**config.mk**
```make
export PLATFORM = sky130hd
export DESIGN_NAME = branch_resolver_flat
export DESIGN_NICKNAME = d
export VERILOG_FILES = /design/src/rtl/branch_resolver_if.sv /design/src/rtl/branch_resolver.sv /design/src/flat_wrapper.sv
export SDC_FILE = /design/constraint.sdc
export NUM_CORES = 1
export LEC_CHECK = 0
export ABC_AREA = 1
export CAP_MARGIN = 20
export CORE_MARGIN = 5
export CORE_UTILIZATION = 40
export CTS_CLUSTER_DIAMETER = 150
export DETAILED_ROUTE_END_ITERATION = 16
export GPL_TIMING_DRIVEN = 0
export PLACE_DENSITY = 0.66
export SYNTH_ARGS = -nofsm -noshare
export SYNTH_HDL_FRONTEND = slang
export SYNTH_SLANG_ARGS = --single-unit
```
**constraint.sdc**
```tcl
create_clock -name clk_i -period 4.7 [get_ports clk_i]
set_clock_uncertainty 0.15 [all_clocks]
set_input_delay 0.94 -clock clk_i [delete_from_list [all_inputs] [get_ports clk_i]]
set_output_delay 0.94 -clock clk_i [all_outputs]
set_load 0.005 [all_outputs]
```
**src/rtl/branch_resolver_if.sv**
```systemverilog
// branch_resolver_if: bundle between the pipeline (ID/EX/hazard side) and the
// execute-stage branch resolver.
//   master : pipeline side; drives stall, the ID branch fields and the EX
//            operands, observes resolution results.
//   slave  : branch_resolver side.
// Signals:
//   stall_i              load-use stall (ID held, EX gets a bubble)
//   id_branch_i          ID holds a conditional branch
//   id_prediction_i      predictor output for that branch (1 = taken)
//   id_funct3_i          branch funct3
//   id_pc_i/id_target_i  branch PC and taken target
//   ex_rs1/rs2_data_i    forwarded operands for the instruction in EX
//   branch_taken_o       actual outcome to the predictor
//   branch_taken_valid_o one-cycle predictor update strobe
//   flush_o              misprediction squash
//   redirect_valid_o     same as flush_o
//   redirect_pc_o        correct next PC, 0 when no redirect
//   branch_count_o       resolved branches (saturating)
//   mispredict_count_o   mispredicted branches (saturating)
interface branch_resolver_if #(
  parameter int PC_W  = 32,
  parameter int CNT_W = 32
);
  logic             stall_i;
  logic             id_branch_i;
  logic             id_prediction_i;
  logic [2:0]       id_funct3_i;
  logic [PC_W-1:0]  id_pc_i;
  logic [PC_W-1:0]  id_target_i;
  logic [31:0]      ex_rs1_data_i;
  logic [31:0]      ex_rs2_data_i;
  logic             branch_taken_o;
  logic             branch_taken_valid_o;
  logic             flush_o;
  logic             redirect_valid_o;
  logic [PC_W-1:0]  redirect_pc_o;
  logic [CNT_W-1:0] branch_count_o;
  logic [CNT_W-1:0] mispredict_count_o;

  modport master (
    output stall_i, id_branch_i, id_prediction_i, id_funct3_i, id_pc_i,
           id_target_i, ex_rs1_data_i, ex_rs2_data_i,
    input  branch_taken_o, branch_taken_valid_o, flush_o, redirect_valid_o,
           redirect_pc_o, branch_count_o, mispredict_count_o
  );

  modport slave (
    input  stall_i, id_branch_i, id_prediction_i, id_funct3_i, id_pc_i,
           id_target_i, ex_rs1_data_i, ex_rs2_data_i,
    output branch_taken_o, branch_taken_valid_o, flush_o, redirect_valid_o,
           redirect_pc_o, branch_count_o, mispredict_count_o
  );
endinterface

```
**src/rtl/branch_resolver.sv**
```systemverilog
// branch_resolver: execute-stage branch resolution. Captures the ID branch
// into an EX slot, evaluates the real condition from forwarded operands,
// drives the predictor update pair, raises flush/redirect on a
// misprediction and keeps saturating branch/mispredict counters.
// Ports:
//   clk_i  clock, rising edge
//   rst_i  synchronous active-high reset
//   bus    branch_resolver_if.slave (see interface header for signals)
// PC_W / CNT_W must match the parameters of the connected interface.
module branch_resolver #(
  parameter int PC_W  = 32,
  parameter int CNT_W = 32
) (
  input  logic               clk_i,
  input  logic               rst_i,
  branch_resolver_if.slave   bus
);

  logic             ex_valid;
  logic             ex_pred;
  logic [2:0]       ex_funct3;
  logic [PC_W-1:0]  ex_pc;
  logic [PC_W-1:0]  ex_target;
  logic [CNT_W-1:0] branch_count;
  logic [CNT_W-1:0] mispredict_count;

  logic             actual;
  logic             mispredict;
  logic [PC_W-1:0]  redirect_pc;

  always_comb begin
    actual = 1'b0;
    unique case (ex_funct3)
      3'b000:  actual = (bus.ex_rs1_data_i == bus.ex_rs2_data_i);
      3'b001:  actual = (bus.ex_rs1_data_i != bus.ex_rs2_data_i);
      3'b100:  actual = ($signed(bus.ex_rs1_data_i) <  $signed(bus.ex_rs2_data_i));
      3'b101:  actual = ($signed(bus.ex_rs1_data_i) >= $signed(bus.ex_rs2_data_i));
      3'b110:  actual = (bus.ex_rs1_data_i <  bus.ex_rs2_data_i);
      3'b111:  actual = (bus.ex_rs1_data_i >= bus.ex_rs2_data_i);
      // 010/011 are not real branch encodings; they resolve as not taken
      default: actual = 1'b0;
    endcase
  end

  always_comb begin
    mispredict  = ex_valid & (actual != ex_pred);
    redirect_pc = '0;
    if (mispredict) begin
      // fall-through wraps modulo 2^PC_W
      redirect_pc = actual ? ex_target : ex_pc + PC_W'(4);
    end
  end

  always_ff @(posedge clk_i) begin
    if (rst_i) begin
      ex_valid         <= 1'b0;
      ex_pred          <= 1'b0;
      ex_funct3        <= '0;
      ex_pc            <= '0;
      ex_target        <= '0;
      branch_count     <= '0;
      mispredict_count <= '0;
    end else begin
      // the branch sitting in ID during a flush is wrong-path; a stall
      // inserts a bubble and ID re-presents the branch later
      if (mispredict || bus.stall_i) begin
        ex_valid <= 1'b0;
      end else begin
        ex_valid  <= bus.id_branch_i;
        ex_pred   <= bus.id_prediction_i;
        ex_funct3 <= bus.id_funct3_i;
        ex_pc     <= bus.id_pc_i;
        ex_target <= bus.id_target_i;
      end

      if (ex_valid && (branch_count != '1)) begin
        branch_count <= branch_count + CNT_W'(1);
      end
      if (mispredict && (mispredict_count != '1)) begin
        mispredict_count <= mispredict_count + CNT_W'(1);
      end
    end
  end

  assign bus.branch_taken_valid_o = ex_valid;
  assign bus.branch_taken_o       = ex_valid & actual;
  assign bus.flush_o              = mispredict;
  assign bus.redirect_valid_o     = mispredict;
  assign bus.redirect_pc_o        = redirect_pc;
  assign bus.branch_count_o       = branch_count;
  assign bus.mispredict_count_o   = mispredict_count;

endmodule

```
**src/flat_wrapper.sv**
```systemverilog
// flat-port wrapper written by rule: the top's interface ports become plain ports
module branch_resolver_flat 
#(
  parameter int PC_W  = 32,
  parameter int CNT_W = 32
)
  (clk_i, rst_i, bus_stall_i, bus_id_branch_i, bus_id_prediction_i, bus_id_funct3_i, bus_id_pc_i, bus_id_target_i, bus_ex_rs1_data_i, bus_ex_rs2_data_i, bus_branch_taken_o, bus_branch_taken_valid_o, bus_flush_o, bus_redirect_valid_o, bus_redirect_pc_o, bus_branch_count_o, bus_mispredict_count_o);
  branch_resolver_if #(.PC_W(PC_W), .CNT_W(CNT_W)) bus_i ();
  input  logic clk_i;
  input  logic rst_i;
  input wire logic [$bits(bus_i.stall_i)-1:0] bus_stall_i;
  input wire logic [$bits(bus_i.id_branch_i)-1:0] bus_id_branch_i;
  input wire logic [$bits(bus_i.id_prediction_i)-1:0] bus_id_prediction_i;
  input wire logic [$bits(bus_i.id_funct3_i)-1:0] bus_id_funct3_i;
  input wire logic [$bits(bus_i.id_pc_i)-1:0] bus_id_pc_i;
  input wire logic [$bits(bus_i.id_target_i)-1:0] bus_id_target_i;
  input wire logic [$bits(bus_i.ex_rs1_data_i)-1:0] bus_ex_rs1_data_i;
  input wire logic [$bits(bus_i.ex_rs2_data_i)-1:0] bus_ex_rs2_data_i;
  output wire logic [$bits(bus_i.branch_taken_o)-1:0] bus_branch_taken_o;
  output wire logic [$bits(bus_i.branch_taken_valid_o)-1:0] bus_branch_taken_valid_o;
  output wire logic [$bits(bus_i.flush_o)-1:0] bus_flush_o;
  output wire logic [$bits(bus_i.redirect_valid_o)-1:0] bus_redirect_valid_o;
  output wire logic [$bits(bus_i.redirect_pc_o)-1:0] bus_redirect_pc_o;
  output wire logic [$bits(bus_i.branch_count_o)-1:0] bus_branch_count_o;
  output wire logic [$bits(bus_i.mispredict_count_o)-1:0] bus_mispredict_count_o;
  assign bus_i.stall_i = bus_stall_i;
  assign bus_i.id_branch_i = bus_id_branch_i;
  assign bus_i.id_prediction_i = bus_id_prediction_i;
  assign bus_i.id_funct3_i = bus_id_funct3_i;
  assign bus_i.id_pc_i = bus_id_pc_i;
  assign bus_i.id_target_i = bus_id_target_i;
  assign bus_i.ex_rs1_data_i = bus_ex_rs1_data_i;
  assign bus_i.ex_rs2_data_i = bus_ex_rs2_data_i;
  assign bus_branch_taken_o = bus_i.branch_taken_o;
  assign bus_branch_taken_valid_o = bus_i.branch_taken_valid_o;
  assign bus_flush_o = bus_i.flush_o;
  assign bus_redirect_valid_o = bus_i.redirect_valid_o;
  assign bus_redirect_pc_o = bus_i.redirect_pc_o;
  assign bus_branch_count_o = bus_i.branch_count_o;
  assign bus_mispredict_count_o = bus_i.mispredict_count_o;
  branch_resolver #(.PC_W(PC_W), .CNT_W(CNT_W)) u_core (.clk_i(clk_i), .rst_i(rst_i), .bus(bus_i));
endmodule
```
; After elaboration in Yosys (flattened, before gate mapping)
; Cells that the tools add are included.
; Widths: inputs -> output; s select.
[op_classes]
n_addsub = 3
magnitude_cmp = 4
n_eq_ne = 10
muxes = 3
bitwise_logic = 2
n_reduce_logical = 5
[op_table]
columns = cell, n
row1 = $add 32x1->32 const B, 2
row2 = $ge 32x32->1, 2
row3 = $lt 32x32->1, 2
row4 = $mux 32, 2
row5 = $ne 32x32->1 const B, 2
row6 = $add 32x3->32 const B, 1
row7 = $eq 32x32->1, 1
row8 = $ne 32x32->1, 1
row9 = $eq 3x3->1 const B, 4
row10 = $pmux 1 s6, 1
row11 = $eq 3x1->1 const B, 1
row12 = $logic_not 3->1, 1
row13 = $and 1x1->1, 2
row14 = $logic_and 1x1->1, 2
row15 = $reduce_or 2->1, 1
row16 = $logic_or 1x1->1, 1
row17 = $ne 1x1->1, 1
[totals]
reg_bits = 133
inputBits = 136
output_inout_bits = 100
wordCells = 34

; Longest topological paths before layout
; Gate-level depths: netlist of the first run.
[logic_depth]
ltp_word = 6
mapped_depth = 24
ltp_nobuf = 22

; Worst setup path after synthesis of the first run
; OpenSTA, ideal clock, no wires.
[synth_path]
path_kind = input -> output
from = in bus_ex_rs2_data_i[31]
to = out bus_redirect_valid_o
arrival_time_ns = 3.040
t_required_ns = 3.610
path_slack_ns = 0.570
path_stages = 19
n_path_buf = 3
path_cell_list = inv_1 ha_1 nand2_1 nor2_1 nand2_1 nor3b_2 nand2_1 nand2_1 o21ai_1 inv_1 nand2_1 nor2_2 nand3_4 nand2_2 nand3_4 buf_4 buf_2 inv_1 buf_4
[synth_between]
elab_chain_cells = 4
elab_cells_between_ends = 9
cone_classes = order compare (4) / eq/ne (3) / mux (1) / bitwise (1)
[synth_lines]
columns = element, line_no
row1 = from (decl), flat_wrapper.sv:18  ; input wire logic [$bits(bus_i.ex_rs2_data_i)-1:0] bus_ex_rs2_data_i;
row2 = $ge 32x32->1 (tied with other cells), branch_resolver.sv:39  ; 3'b111: actual = (bus.ex_rs1_data_i >= bus.ex_rs2_data_i);
row3 = $pmux 1 s6 *, branch_resolver.sv:33  ; unique case (ex_funct3)
row4 = $ne 1x1->1 *, branch_resolver.sv:46  ; mispredict = ex_valid & (actual != ex_pred);
row5 = $and 1x1->1 *, branch_resolver.sv:46
row6 = to (decl), flat_wrapper.sv:22  ; output wire logic [$bits(bus_i.redirect_valid_o)-1:0] bus_redirect_valid_o;
; Every way passes the cells marked *; elsewhere a longest branch is shown, timed or not.

; Worst setup path in the final report of the first run
[layout_path]
from = in bus_ex_rs1_data_i[27]
to = out bus_redirect_pc_o[19]
[layout_between]
elab_chain_cells = 5
elab_cells_between_ends = 11
cone_classes = order compare (4) / eq/ne (3) / mux (3) / bitwise (1)
[layout_lines]
columns = element, line_no
row1 = from (decl), flat_wrapper.sv:17  ; input wire logic [$bits(bus_i.ex_rs1_data_i)-1:0] bus_ex_rs1_data_i;
row2 = $ge 32x32->1 (tied with other cells), branch_resolver.sv:39
row3 = $pmux 1 s6 *, branch_resolver.sv:33
row4 = $ne 1x1->1, branch_resolver.sv:46
row5 = $and 1x1->1, branch_resolver.sv:46
row6 = $mux 32 *, branch_resolver.sv:48  ; if (mispredict) begin
row7 = to (decl), flat_wrapper.sv:23  ; output wire logic [$bits(bus_i.redirect_pc_o)-1:0] bus_redirect_pc_o;
; Marks and branches as above.

==> flow_summary.yaml, run 1 <==
power_and_ir_drop:
  power_w: 0.00332
  p_per_area_nw_per_um2: 256
  peakVddDrop_uv: 244
  p_leak_nw: 5.47
synthesis:
  yosysTopAreaCellShare_pct: 30.6
  synth_area_leaders: "dfxtp_1 31%, nand2_1 13%, nor2_1 11%, a21oi_1 7.1%, inv_1 6.5%"
  synth_cell_types: 36
  ys_ff_latch: 133
  syn_nets: 1520
  synth_adder_area_share_pct: 5.04
  synth_seq_area_share_pct: 30.6
  synth_warnings: 0
  yosys.area_share.simple_pct: 39.2
  synth_compound_gate_area_share_pct: 11.0
  netlist_area_sq_um: 8700
  syn_inst: 1349
  synth_top_family_by_area: "simple AND/OR/NAND/NOR gates"
  avgSynthCellArea_sq_um: 6.45
  synth_largest_area_cell: "dfxtp_1"
  synthMuxAreaShare_pct: 0
  synthXorXnorAreaFrac_pct: 3.83
placement:
  place_congestion: 0.889
  portBuffers: 235
  dpl.hpwl_microns: 22400
timing:
  finalCritPeriodShare_pct: 98.0
  hold_violations: 0
  fin_crit_ps: 4600
  drv_slew: 0
  worstMarginPinSlew_ps: 780
  setup_viol: 0
  fin_tns_setup_ps: 0
  fmax_mhz: 217
  slew-limit-headroom_pct: 48.0
  hold_ws_ps: 336
route:
  routed-via-count: 9747
  wl_per_cell_microns: 15.9
  drt_iter0_markers: 606
  viasPerCell: 5.08
  dr.pass1.iters: 5
  detail-route-antenna-nets: 0
  drt_wl_total_microns: 30500
  drc: 0
worst_setup_path:
  r2r-start: "u_core.bus.mispredict_count_o[0]"
  worst_setup_path_end_kind: "output pin"
  critPathRequiredTime_ps: 3610
  r2r-end: "u_core.bus.mispredict_count_o[29]"
  critical_path.max_stage_delay_ps: 260
  cp_common_cell: "nand2_2"
  start_kind: "input port"
  crit_type: "in2out"
  path_max_fanout: 10
  worst-r2r-setup-slack_ps: 1620
  ff2ff_path_depth: 18
  critPathArrivalTime_ps: 3510
  cp_slowest_cell: "dlygate4sd2_1"
  crit_chain: "dlygate4sd2_1 -> ha_4 -> nand2_1 -> nor2_2 -> nand2_2 -> nor3b_4 -> nand2_2 -> buf_6 -> o21ai_2 -> inv_2 -> nand2_2 -> nor2_4 -> nand3_4 -> buf_8 -> buf_12 -> clkbuf_16 -> nand2_1 -> a21oi_4 -> clkdlybuf4s15_2"
floorplan:
  die_h_microns: 157
  die-area_sq_um: 24800
  core_sq_um: 21600
  dieWidth_microns: 157
  boundaryPins: 236
  num_rows: 54
  initial_utilization_pct: 40.2
clocking:
  numClockSinks: 133
  clk_latency_ps: 420
  cts_max_level: 4
  numCtsBuffers: 17
  cts_buffer_depth: 2
  path_clk_slew_ps: 60
  tritoncts: "done"
  cts_hold_buf: 0
  cts_root_buf: "clkbuf_16"
worst_hold_path:
  hold_class: "reg2reg"
  hold_start: "u_core.ex_target[15]"
  hold_depth: 2
  holdPathEnd: "u_core.ex_target[15]"
global_route:
  grt_pass1_vias: 9300
  grt_overflow: 0
  grt.total_usage_pct: 23.5
  grt_max_degree: 17
  grt_pass1_wl_microns: 46800
  antenna_found_initial: 2
outcome:
  status: "complete, no violations"
finish:
  multi_input_area_sq_um: 5760
  nets: 1797
  syn2layout_area_growth_pct: 49.1
  drive_above_1_share_pct: 14.3
  final_util_pct: 60.0
  ff_latch_area_sq_um: 2660
  n_fill_cell: 2090
flow_run:
  max_cap_viol_count: 0
## cell families after synthesis
kind of cell | after synthesis
flops | 133
simple gates | 761
xor+xnor | 38
buf+inv | 216
compound gates | 166
fa+ha+maj | 35
## registers in the layout, summed over array words and instances (netlist names)
register,flops
u_core.bus.branch_taken_valid_o,1
u_core.ex_funct3,3
u_core.ex_target,32
u_core.bus.branch_count_o,32
u_core.ex_pred,1
u_core.ex_pc,32
u_core.bus.mispredict_count_o,32
## metal layers
metal  vias up  part of all wire, %  GRT usage, %
li1       4928                    -             -
met1      4448                   44          30.1
met2       316                   46          38.9
met3        53                  7.8          5.55
met4         2                  2.5          8.23
met5         -                0.036             0
## synth_stat cells
cell type / count
buf_6: 5
a221oi_1: 1
o21a_1: 3
nand3_1: 40
nor3b_1: 1
o31ai_1: 1
nand2_2: 1
inv_1: 150
nor2_2: 1
nand3_4: 2
buf_4: 7
o21ai_0: 19
a31oi_1: 1
xor2_1: 33
nor4_1: 10
nand4_1: 48
xnor2_1: 5
o21ai_1: 1
nor3_1: 29
a21oi_1: 123
ha_1: 35
buf_1: 13
or2_2: 1
a21oi_2: 1
a211oi_2: 14
nor2_1: 261
clkinv_1: 1
nand2_1: 294
a21o_1: 1
nor4_2: 1
nor3b_2: 1
clkbuf_1: 25
buf_2: 15
dfxtp_1: 133
a211oi_1: 1
nand3b_1: 71
## how the worst max path moves through the flow
stage	end	cells after the start	slack [ps]	from
6_report	bus_redirect_pc_o[19]	19	100	bus_ex_rs1_data_i[27]
4_1_cts	bus_redirect_pc_o[18]	18	1	bus_ex_rs1_data_i[16]
3_5_place_dp	bus_redirect_pc_o[22]	19	-1080	bus_ex_rs2_data_i[31]
5_1_grt	bus_redirect_pc_o[16]	20	-80	bus_ex_rs1_data_i[24]
3_3_place_gp	bus_redirect_pc_o[15]	19	-1000	bus_ex_rs2_data_i[31]
2_1_floorplan	bus_redirect_valid_o	19	570	bus_ex_rs2_data_i[31]
## area by class of cell
| type | count | area share [%] |
|---|---|---|
| flip-flops and latches | 133 | 20.5 |
| repair buffers | 259 | 19.5 |
| clock buffers | 17 | 3.28 |
| multi-input cells | 1000 | 44.4 |
| inverters | 151 | 4.47 |
| plain buffers | 64 | 3.66 |
| well taps | 280 | 2.70 |
| diodes | 1 | 0.0193 |
| clock inverters | 15 | 1.49 |
## timing repair
item                       4_1_cts  5_1_grt
pin swaps                       86       39
setup buffers                   16        4
gates cloned                     3        2
setup endpoints to repair       35       35
gates resized for setup        319       51
## stage by stage
step                worst slack [ps]  instances  cell area (sq um)
floorplan                        570       1349               8700
global placement                -998       1864              11400
detailed placement             -1080       1864              11400
CTS                             1.29       1914              12800
global route                   -79.2       1920              13000
finish                          95.5       1920              13000
## worst max-delay path: cells and delay by family
family	cells	cell delay, ps
AO/OA/AOI/OAI	2	300
adder cells (fa/ha/maj)	1	260
buffers and inverters	7	1090
AND/OR/NAND/NOR	9	900
## power by group
part           switching (W)  internal (W)  total, W
combinational       0.000358      0.000337  0.000695
clock               0.000553      0.000848   0.00140
sequential         0.0000459       0.00118   0.00122
## cell usage in the layout, fill, tap and decap left out, types with 7 or more instances in the layout
master,Yosys,routed
a211oi_2,14,9
a21oi_1,123,105
a21oi_2,1,10
a21oi_4,0,9
buf_1,13,13
buf_2,15,28
buf_4,7,17
clkbuf_1,25,21
clkbuf_16,0,22
clkdlybuf4s15_1,0,10
clkdlybuf4s50_1,0,136
dfxtp_1,133,133
dlygate4sd2_1,0,55
dlymetal6s2s_1,0,7
ha_1,35,14
ha_4,0,20
inv_1,150,128
inv_2,0,21
nand2_1,294,277
nand2_2,1,14
nand3_1,40,34
nand3b_1,71,71
nand4_1,48,48
nor2_1,261,250
nor2_4,0,8
nor3_1,29,28
nor4_1,10,10
o21ai_0,19,15
xor2_1,33,33
Power figures use the tool's default switching activity.
==> run 2: changes to the inputs <==
Settings changed: TNS_END_PERCENT from default to 30.
==> results of run 2 <==
The final DEF is identical to that of run 1; final timing and power are the same.
==> patch 1 (settings of run 1) <==
`CNT_W` is set to 32 in 3 places; all go to 24.
--- a/src/rtl/branch_resolver_if.sv
+++ b/src/rtl/branch_resolver_if.sv
@@ -20,5 +20,5 @@
 interface branch_resolver_if #(
   parameter int PC_W  = 32,
-  parameter int CNT_W = 32
+  parameter int CNT_W = 24
 );
   logic             stall_i;
--- a/src/rtl/branch_resolver.sv
+++ b/src/rtl/branch_resolver.sv
@@ -10,5 +10,5 @@
 module branch_resolver #(
   parameter int PC_W  = 32,
-  parameter int CNT_W = 32
+  parameter int CNT_W = 24
 ) (
   input  logic               clk_i,
--- a/src/flat_wrapper.sv
+++ b/src/flat_wrapper.sv
@@ -3,5 +3,5 @@
 #(
   parameter int PC_W  = 32,
-  parameter int CNT_W = 32
+  parameter int CNT_W = 24
 )
   (clk_i, rst_i, bus_stall_i, bus_id_branch_i, bus_id_prediction_i, bus_id_funct3_i, bus_id_pc_i, bus_id_target_i, bus_ex_rs1_data_i, bus_ex_rs2_data_i, bus_branch_taken_o, bus_branch_taken_valid_o, bus_flush_o, bus_redirect_valid_o, bus_redirect_pc_o, bus_branch_count_o, bus_mispredict_count_o);
Interface: changed (resized bus_branch_count_o and bus_mispredict_count_o); port bits go from 236 to 220. No check against the original RTL was run, so the function may have changed too.
==> patch 1 against run 1 <==
- sequential cell count decreased by 16
- die area decreased by 12%
- wire length decreased by 12%
- area after synthesis decreased by 13%
- worst setup slack got worse by 0.0028 ns
- cell area decreased by 11%
- worst hold slack about the same
- sequential share of layout area decreased by 0.25 points
- power decreased by 8.5%
- largest power group unchanged
- highest routed layer is now met4
==> patch 1: results (changes against run 1) <==
r2r startpoint u_core.ex_funct3[2] (was u_core.bus.mispredict_count_o[0]); slew margin rel. 54.5% (was 48.0%); Tot GR Track Use 23.7% (was 23.5%); CP startpoint bus_ex_rs2_data_i[31] (was bus_ex_rs1_data_i[27]); synth cell count leaders 237 x nand2_1, 205 x nor2_1, 131 x inv_1 (was 294 x nand2_1, 261 x nor2_1, 150 x inv_1); Avg Inst Size Synth 6.52 µm² (was 6.45 µm²); bufs w/o clock 310 (was 323); n_diodes 0 (was 1); min Tclk post-route 4.61 ns (was 4.60 ns); clock-net power 0.00130 W (was 0.00140 W); CP Capture Point bus_redirect_pc_o[17] (was bus_redirect_pc_o[19]); pre-CTS setup slack -1.08 ns (about the same); clock-cell share of area 5.02% (was 4.77%); placed cell areas 0.0101 mm² (was 0.0114 mm²); final hold slack 0.336 ns (about the same); dpl cells 1615 (was 1864); R2R depth 15 (was 18); area of the multi-input gates 0.00517 mm² (was 0.00576 mm²); GPL Wtd Cong 0.936 (was 0.889); WP data arrival 3.52 ns (was 3.51 ns); initial antenna violation count 0 (was 2); min-delay src u_core.ex_target[26] (was u_core.ex_target[15]); Highest Signal Layer met4 (was met5); RR Endpoint u_core.bus.mispredict_count_o[19] (was u_core.bus.mispredict_count_o[29]); port bufs 219 (was 235); Seq area share 20.3% (was 20.5%); number of global-route vias before repair 8180 (was 9300); vias per inst 5.08 (about the same); Detailed Place HPWL 19.5 mm (was 22.4 mm); flop2flop setup slack 1.92 ns (was 1.62 ns); register area share after synthesis 30.9% (was 30.6%); static leakage 5.00 nW (was 5.47 nW); comb_multi_in 855 (was 1000); metal2 WL 12.3 mm (was 14.0 mm); DR WL/cell 16.0 µm (was 15.9 µm); Clock Sinks 117 (was 133); first-pass iteration count of the detailed router 8 (was 5); CP max stage cell ha_4 (was dlygate4sd2_1); Worst Hold End u_core.ex_target[26] (was u_core.ex_target[15]); Net Count, Synth 1333 (was 1520); WL met1 11.9 mm (was 13.3 mm); sequential power 0.00109 W (was 0.00122 W); Worst IR Drop VDD 0.266 mV (was 0.244 mV); Synth area leaders dfxtp_1 31%, nand2_1 12%, nor2_1 10% (was dfxtp_1 31%, nand2_1 13%, nor2_1 11%); non-clk buf share 23.0% (was 23.1%); met2 Track Usage GR 38.2% (was 38.9%); Slowest Stage Delay on Critical Path 0.24 ns (was 0.26 ns); M3 GR Usage 7.54% (was 5.55%); status complete, no violations (unchanged)
-- patch 1: changes by cell type in the layout (fill, tap and decap cells not counted), sizes merged, moves of 9 or more --
cell           before  now
clkbuf             48   65
nand4              48   30
nor2              262  206
xor2               33   24
nand2             295  238
clkdlybuf4s50     136  120
dlygate4sd2        55   24
buf                78   90
inv               155  135
dfxtp             133  117
-- patch 1: logic make-up (layout without fill, tap and decap cells) --
group           count (synthesis)  count (layout)  synth area share (%)
compound gates                164             164                  12.6
xor+xnor                       26              26                  3.01
fa+ha+maj                      35              35                  5.78
buf+inv                       190             474                  9.98
flops                         117             117                  30.9
simple gates                  630             630                  37.7
-- patch 1: timing repair --
action / CTS / global route
endpoints found under the setup margin: 35 / 35
gates resized for setup: 280 / 144
cloned: 2 / 0
buffers inserted: 29 / 3
pin swaps: 87 / 61
hold endpoints to repair: 0 / 0
==> patch 2 (config.mk and constraints of run 1) <==
Without the edit above. Make the reset (`rst_i`) asynchronous in one clocked block. Comments in the files are not updated.
--- a/src/rtl/branch_resolver.sv
+++ b/src/rtl/branch_resolver.sv
@@ -52,5 +52,5 @@
   end
 
-  always_ff @(posedge clk_i) begin
+  always_ff @(posedge clk_i or posedge rst_i) begin
     if (rst_i) begin
       ex_valid         <= 1'b0;
Behaviour: differs if rst_i is asserted again (counterexample within 4 cycles, from zero or initial values and one cycle with rst_i high); with rst_i held inactive, the same outputs for 10 cycles.
==> patch 2 against run 1 <==
- critical path depth increased by 5
- sequential share of layout area increased by 5.6 points
- power increased by 20%
- critical path type unchanged
- clock power increased by 4%
- largest power group unchanged
- cell area decreased by 1.7%
- combinational power increased by 58%
- utilization increased by 1.1 points
- die area decreased by 2.9%
- wire length decreased by 5.8%
- sequential cell count unchanged
- area after synthesis decreased by 3.1%
- worst setup slack improved by 0.056 ns
==> patch 2: results (changes against run 1) <==
status complete, no violations (unchanged); clock buffers 18 (was 17); Inverters 95 (was 151); CP startpoint bus_ex_rs2_data_i[0] (was bus_ex_rs1_data_i[27]); n_diodes 0 (was 1); R2R depth 14 (was 18); unique cell type count in the Yosys netlist 37 (was 36); metal2 WL 13.5 mm (was 14.0 mm); DR WL met3 1.88 mm (was 2.38 mm); fraction of area in multi-input gates 40.5% (was 44.4%); Net Count, Synth 1316 (was 1520); vias per inst 5.12 (was 5.08); bufs w/o clock 301 (was 323); final WL 28.7 mm (was 30.5 mm); post-route insts no fill 1706 (was 1920); Comb pwr share 27.8% (was 20.9%); xor/xnor share of the synthesized area 8.21% (was 3.83%); GR Layer Usage met1 30.8% (was 30.1%); nets@finish 1589 (was 1797); layout cells sized above 1 17.0% (was 14.3%); GPL Wtd Cong 0.933 (was 0.889); register area share after synthesis 39.5% (was 30.6%); largest net degree at the start of global routing 73 (was 17); Slowest Stage Delay on Critical Path 0.51 ns (was 0.26 ns); Tot GR Track Use 22.6% (was 23.5%); adder-cell share of the synthesized area 5.19% (was 5.04%); Internal 0.00267 W (was 0.00236 W); PostCTS Resize Cnt 180 (was 319); r2r startpoint u_core.bus.mispredict_count_o[0] (unchanged); compound-gate portion of the synthesized area 3.68% (was 11.0%); M3 GR Usage 4.76% (was 5.55%); CP max stage cell clkdlybuf4s50_1 (was dlygate4sd2_1); placed cell areas 0.0112 mm² (was 0.0114 mm²); number of global-route vias before repair 8466 (was 9300); DR iter-0 viols 560 (was 606); cells after synthesis 1145 (was 1349); CP Capture Point bus_redirect_pc_o[16] (was bus_redirect_pc_o[19]); WL met1 12.7 mm (was 13.3 mm); pre-CTS setup slack -0.858 ns (was -1.08 ns); non-clk buf share 22.8% (was 23.1%); Worst IR Drop VDD 0.231 mV (was 0.244 mV); static leakage 6.45 nW (was 5.47 nW); Synth async-reset ratio 100% (was 0%)
[patch 2: changes by cell type after synthesis, sizes merged, moves of 22 or more]
cell / before / now
dfrtp: 0 / 133
inv: 150 / 94
xor2: 33 / 55
nand3b: 71 / 1
nand2: 295 / 382
nand3: 42 / 109
nor2: 262 / 97
a21oi: 124 / 31
dfxtp: 133 / 0
[patch 2: worst min-delay path by stage]
stage	start	end	slack [ns]	depth (start not counted)
after floorplan	u_core.ex_target[10]	u_core.ex_target[10]	0.29	2
after detailed placement	u_core.ex_target[6]	u_core.ex_target[6]	0.31	2
after global placement	u_core.ex_target[7]	u_core.ex_target[7]	0.30	2
after global routing	u_core.ex_target[25]	u_core.ex_target[25]	0.34	2
after CTS	u_core.ex_target[0]	u_core.ex_target[0]	0.32	2
final	u_core.ex_target[0]	u_core.ex_target[0]	0.32	2
